===== src/rtl/o_feature_accum.sv =====
// rtl/o_feature_accum.sv - multi-pass output-channel accumulator with saturating drain stream
module o_feature_accum #(
  parameter int FEATURE_WIDTH = 16,
  parameter int ACC_WIDTH     = 24,
  parameter int DEPTH         = 16,
  parameter int ADDR_WIDTH    = 4
) (
  input  logic                            clk,
  input  logic                            rst,
  input  logic                            start,
  input  logic [7:0]                      pass_num,
  input  logic [ADDR_WIDTH:0]             entry_num,
  input  logic                            relu_en,
  input  logic                            in_valid,
  input  logic signed [FEATURE_WIDTH-1:0] in_data,
  output logic                            busy,
  output logic                            done,
  output logic                            out_valid,
  input  logic                            out_ready,
  output logic signed [FEATURE_WIDTH-1:0] out_data,
  output logic [ADDR_WIDTH-1:0]           out_addr
);

  typedef enum logic [1:0] {S_IDLE, S_ACCUM, S_DRAIN, S_DONE} state_t;

  state_t                        state;
  logic [ADDR_WIDTH-1:0]         entry_idx;
  logic [ADDR_WIDTH-1:0]         last_entry;
  logic [7:0]                    pass_idx;
  logic [7:0]                    last_pass;
  logic                          relu_q;
  logic signed [ACC_WIDTH-1:0]   buf_mem [DEPTH];
  logic signed [ACC_WIDTH-1:0]   in_ext;
  logic signed [ACC_WIDTH-1:0]   acc_next;
  logic                          acc_we;
  logic [ADDR_WIDTH-1:0]         rd_addr;
  logic signed [FEATURE_WIDTH-1:0] drain_val;

  // Add two accumulator values, clamping to the signed ACC_WIDTH range on overflow.
  function automatic logic signed [ACC_WIDTH-1:0] sat_add(
    input logic signed [ACC_WIDTH-1:0] a,
    input logic signed [ACC_WIDTH-1:0] b
  );
    logic [ACC_WIDTH:0] s;
    s = {a[ACC_WIDTH-1], a} + {b[ACC_WIDTH-1], b};
    if (s[ACC_WIDTH] != s[ACC_WIDTH-1])
      sat_add = s[ACC_WIDTH] ? {1'b1, {(ACC_WIDTH-1){1'b0}}} : {1'b0, {(ACC_WIDTH-1){1'b1}}};
    else
      sat_add = s[ACC_WIDTH-1:0];
  endfunction

  // Narrow an accumulator to the feature range; ReLU is applied after saturation.
  function automatic logic signed [FEATURE_WIDTH-1:0] to_out(
    input logic signed [ACC_WIDTH-1:0] acc,
    input logic                        relu
  );
    logic signed [FEATURE_WIDTH-1:0] r;
    if ((&acc[ACC_WIDTH-1:FEATURE_WIDTH-1]) || !(|acc[ACC_WIDTH-1:FEATURE_WIDTH-1]))
      r = acc[FEATURE_WIDTH-1:0];
    else
      r = acc[ACC_WIDTH-1] ? {1'b1, {(FEATURE_WIDTH-1){1'b0}}} : {1'b0, {(FEATURE_WIDTH-1){1'b1}}};
    if (relu && r[FEATURE_WIDTH-1])
      r = '0;
    to_out = r;
  endfunction

  // Accumulate datapath and drain read-side selection (register array, combinational read).
  always_comb begin
    in_ext    = ACC_WIDTH'(in_data);
    acc_next  = (pass_idx == 8'd0) ? in_ext : sat_add(buf_mem[entry_idx], in_ext);
    acc_we    = (state == S_ACCUM) && in_valid;
    rd_addr   = out_valid ? out_addr + 1'b1 : '0;
    drain_val = to_out(buf_mem[rd_addr], relu_q);
  end

  // Buffer write; contents intentionally survive reset since pass 0 overwrites every used entry.
  always_ff @(posedge clk) begin
    if (!rst && acc_we)
      buf_mem[entry_idx] <= acc_next;
  end

  // Job control FSM with registered status and output stream.
  always_ff @(posedge clk) begin
    if (rst) begin
      state      <= S_IDLE;
      busy       <= 1'b0;
      done       <= 1'b0;
      out_valid  <= 1'b0;
      out_data   <= '0;
      out_addr   <= '0;
      entry_idx  <= '0;
      pass_idx   <= '0;
      last_entry <= '0;
      last_pass  <= '0;
      relu_q     <= 1'b0;
    end else begin
      done <= 1'b0;
      case (state)
        S_IDLE: begin
          if (start) begin
            if (entry_num == '0 || entry_num > (ADDR_WIDTH+1)'(DEPTH))
              last_entry <= ADDR_WIDTH'(DEPTH - 1);
            else
              last_entry <= ADDR_WIDTH'(entry_num - 1'b1);
            last_pass <= (pass_num == 8'd0) ? 8'd0 : pass_num - 8'd1;
            relu_q    <= relu_en;
            entry_idx <= '0;
            pass_idx  <= '0;
            busy      <= 1'b1;
            state     <= S_ACCUM;
          end
        end
        S_ACCUM: begin
          if (in_valid) begin
            if (entry_idx == last_entry) begin
              entry_idx <= '0;
              if (pass_idx == last_pass) begin
                pass_idx <= '0;
                state    <= S_DRAIN;
              end else begin
                pass_idx <= pass_idx + 8'd1;
              end
            end else begin
              entry_idx <= entry_idx + 1'b1;
            end
          end
        end
        S_DRAIN: begin
          if (!out_valid || out_ready) begin
            if (out_valid && out_addr == last_entry) begin
              out_valid <= 1'b0;
              done      <= 1'b1;
              state     <= S_DONE;
            end else begin
              out_valid <= 1'b1;
              out_data  <= drain_val;
              out_addr  <= rd_addr;
            end
          end
        end
        S_DONE: begin
          busy  <= 1'b0;
          state <= S_IDLE;
        end
        default: state <= S_IDLE;
      endcase
    end
  end

endmodule


===== config.mk =====
export PLATFORM = sky130hd
export DESIGN_NAME = o_feature_accum
export DESIGN_NICKNAME = d
export VERILOG_FILES = /design/src/rtl/o_feature_accum.sv
export SDC_FILE = /design/constraint.sdc
export NUM_CORES = 1
export LEC_CHECK = 0
export ABC_CLOCK_PERIOD_IN_PS = 5250
export BUFFER_PORTS_ARGS = -buffer_cell sky130_fd_sc_hd__buf_2
export CORE_ASPECT_RATIO = 1.1
export CORE_MARGIN = 5
export CORE_UTILIZATION = 54
export DETAILED_ROUTE_END_ITERATION = 6
export PLACE_DENSITY = 0.69
export SYNTH_ARGS = -nofsm -noshare
export SYNTH_HDL_FRONTEND = slang
export SYNTH_SLANG_ARGS = --single-unit

===== constraint.sdc =====
create_clock -name clk -period 5.25 [get_ports clk]
set_input_delay 0.525 -clock clk [delete_from_list [all_inputs] [get_ports clk]]
set_output_delay 0.525 -clock clk [all_outputs]
set_load 0.02 [all_outputs]

==> flow_summary.json <==
{
  "pre_cts_ws_ns": 0.07554,
  "finalWirelength_um": 64980,
  "placedCellCount": 2291,
  "final_common_cell": "edfxtp_1",
  "start_util_pct": 54.52,
  "power_mw": 10.22,
  "cts_tree": "built",
  "worstPathArrival_ns": 5.20,
  "firstDrtPassIters": 5,
  "vias": 15880,
  "gp_congestion": 0.9392,
  "grt_max_degree": 61,
  "drc": 0,
  "nNetsFinal": 1850,
  "place_hpwl_um": 40610,
  "cts_buffer_depth": 3,
  "grt_use_total_pct": 28.04,
  "p_leak_nw": 8.300,
  "pin_count": 58,
  "area_delta_synth_final_pct": 13.08,
  "setup_viol": 0,
  "grt-busiest-layer": "met2",
  "ys.flop_type": "edfxtp_1",
  "layout_common_cells": "edfxtp_1 (384), nand2_1 (210), mux4_2 (131)",
  "min_period_ns": 4.893,
  "rows": 78,
  "antenna_left": 0,
  "routed_via_density": 6.696,
  "antenna_cells": 0,
  "relSlewSlack_pct": 19.40,
  "max-vdd-ir-drop_mv": 0.3112,
  "max_freq_ghz": 0.2044,
  "drt-wirelength-per-cell_um": 27.41,
  "ys_ff_latch": 438,
  "die_w_um": 204.4,
  "grt_pass1_wl_um": 96500,
  "die_area_sq_um": 45760,
  "grt_pass1_vias": 16030,
  "start_kind": "register",
  "async_reset_ff_share_pct": 0,
  "synth_edf_count": 384,
  "hold_viol": 0,
  "overflow": 0,
  "synth_area_leaders": "edfxtp_1 (51%), mux4_2 (13%), dfxtp_1 (4.8%)",
  "nFillCells": 3111,
  "min_path_type": "in -> reg",
  "worstPathMaxFanout": 33,
  "antenna_found_initial": 1,
  "pwr_density_cell_nw_per_um2": 402.4,
  "cts_root_buf": "clkbuf_16",
  "synth_seq_area_share_pct": 56.17,
  "cts.sinks": 438,
  "avgSynthCellArea_sq_um": 13.18,
  "gr-usage-met1_pct": 36.98,
  "slew_viol_final": 0,
  "insertion_delay_ns": 0.57,
  "yosys_warnings": 0,
  "endpoint_kind": "register",
  "synth_area_sq_um": 22450,
  "setup_ws_ns": 0.3571,
  "setup_tns_ns": 0,
  "crit_required_ns": 5.55,
  "fp.coreArea_sq_um": 41180,
  "syn_nets": 1777,
  "use_met2_pct": 46.00,
  "clock_skew_ns": 0.02574,
  "use_met3_pct": 5.458,
  "critical_path_class": "reg -> reg",
  "synth_top_area_share_pct": 51.36,
  "post_cts_buffers": 0,
  "worst_pin_slew_ns": 1.206,
  "stdcell_count": 2371,
  "min_period_over_period_pct": 93.20,
  "r2r_slack_ns": 0.36,
  "drv_cap": 0,
  "path_clk_slew_ns": 0.07,
  "grt_setup_unrepaired": "no",
  "yosys.area.top_type": "edfxtp_1",
  "status": "completed",
  "portBuffers": 57,
  "netlist_instances": 1704,
  "drt_iter0_markers": 1683,
  "cts_made_buffers": 44,
  "drive_gt1_share_pct": 21.92,
  "yosys.cell_types.count": 67,
  "die_y_um": 223.9,
  "ctsHtreeMaxLevel": 2
}
## through the flow
stage	cell area (sq um)	hold WS (ns)	utilization [%]
after global placement	23870	0.4584	57.95
after global routing	25390	0.2244	61.65
after CTS	25370	0.1997	61.60
final	25390	0.2042	61.65
after detailed placement	23870	0.4591	57.96
after floorplan	22460	0.4445	-
## flip-flops by register name (all words and copies together), names as in the netlist, named ones only
register,flops
entry_idx,4
out_valid,1
out_data,16
buf_mem,384
out_addr,4
busy,1
pass_idx,8
last_pass,8
done,1
state,2
relu_q,1
last_entry,4
## cells in the mapped netlist, types with 8 or more instances
library cell / number
o21ai_0: 58
a211oi_1: 38
nor2_1: 71
a22oi_1: 15
o221ai_1: 16
dfxtp_1: 54
nand3_1: 65
nand4_1: 9
and2_1: 34
buf_1: 21
nand2b_1: 12
xor2_1: 20
mux4_2: 131
edfxtp_1: 384
mux2i_1: 64
xnor2_1: 30
nand2_1: 211
a311oi_1: 48
a31oi_1: 22
ha_1: 37
a21oi_1: 86
a211o_1: 18
inv_1: 24
a21o_1: 20
clkbuf_1: 68
buf_2: 25
nor3_1: 28
a221oi_1: 8
## critical path, cell delays in order, from the launching register on
cell	delay, ns
dfxtp_4	0.39
buf_12	0.27
mux4_2	0.55
mux4_2	0.51
ha_1	0.24
inv_1	0.09
fa_1	0.22
nor2b_1	0.07
o2111ai_1	0.28
nand3_1	0.18
a211o_1	0.34
nand3_1	0.10
a22oi_1	0.07
buf_4	0.24
a21oi_1	0.45
buf_4	0.23
a21oi_1	0.07
buf_4	0.24
## final timing paths
kind | start | to | cells past startpoint
worst max-delay path | register | buf_mem[13][17] | 17
worst min register to register | out_data[15] | out_data[15] | 2
worst max register to register | register | buf_mem[13][17] | 17
worst min-delay path | relu_en | relu_q | 3
## repair_timing
action	CTS	global route
hold buffers	0	0
resized for setup	0	4
endpoints found under the setup margin	0	64
endpoints found under the hold margin	0	0
## logic make-up (layout without fill, tap and decap cells)
family | count (synthesis) | in the layout | synth area share, %
multiplexers | 200 | 200 | 16.26
flip-flops | 438 | 438 | 56.17
XOR/XNOR | 53 | 53 | 2.168
adder cells (fa/ha/maj) | 38 | 38 | 2.151
buffers and inverters | 147 | 254 | 2.797
AO/OA/AOI/OAI | 366 | 366 | 11.14
AND/OR/NAND/NOR | 462 | 462 | 9.317
## per-layer routing
metal	share of wire (%)	wire length [um]
met1	38	24620
met2	48	31030
met3	9.8	6339
met5	0	0
met4	4.6	2988
## final cells by class
cell class | instances | area (sq um) | area share [%]
Tap cell | 560 | 700.7 | 2.760
Inverter | 25 | 93.84 | 0.3696
Timing Repair Buffer | 149 | 1086 | 4.278
Sequential cell | 438 | 12620 | 49.72
Clock inverter | 25 | 292.8 | 1.153
Clock buffer | 55 | 1205 | 4.746
Multi-Input combinational cell | 1119 | 9387 | 36.97
## power by group
part           internal, mW  switching, mW
sequential             4.11         0.0888
clock                  1.93           1.34
combinational          1.08           1.66
Power figures use the tool's default switching activity.
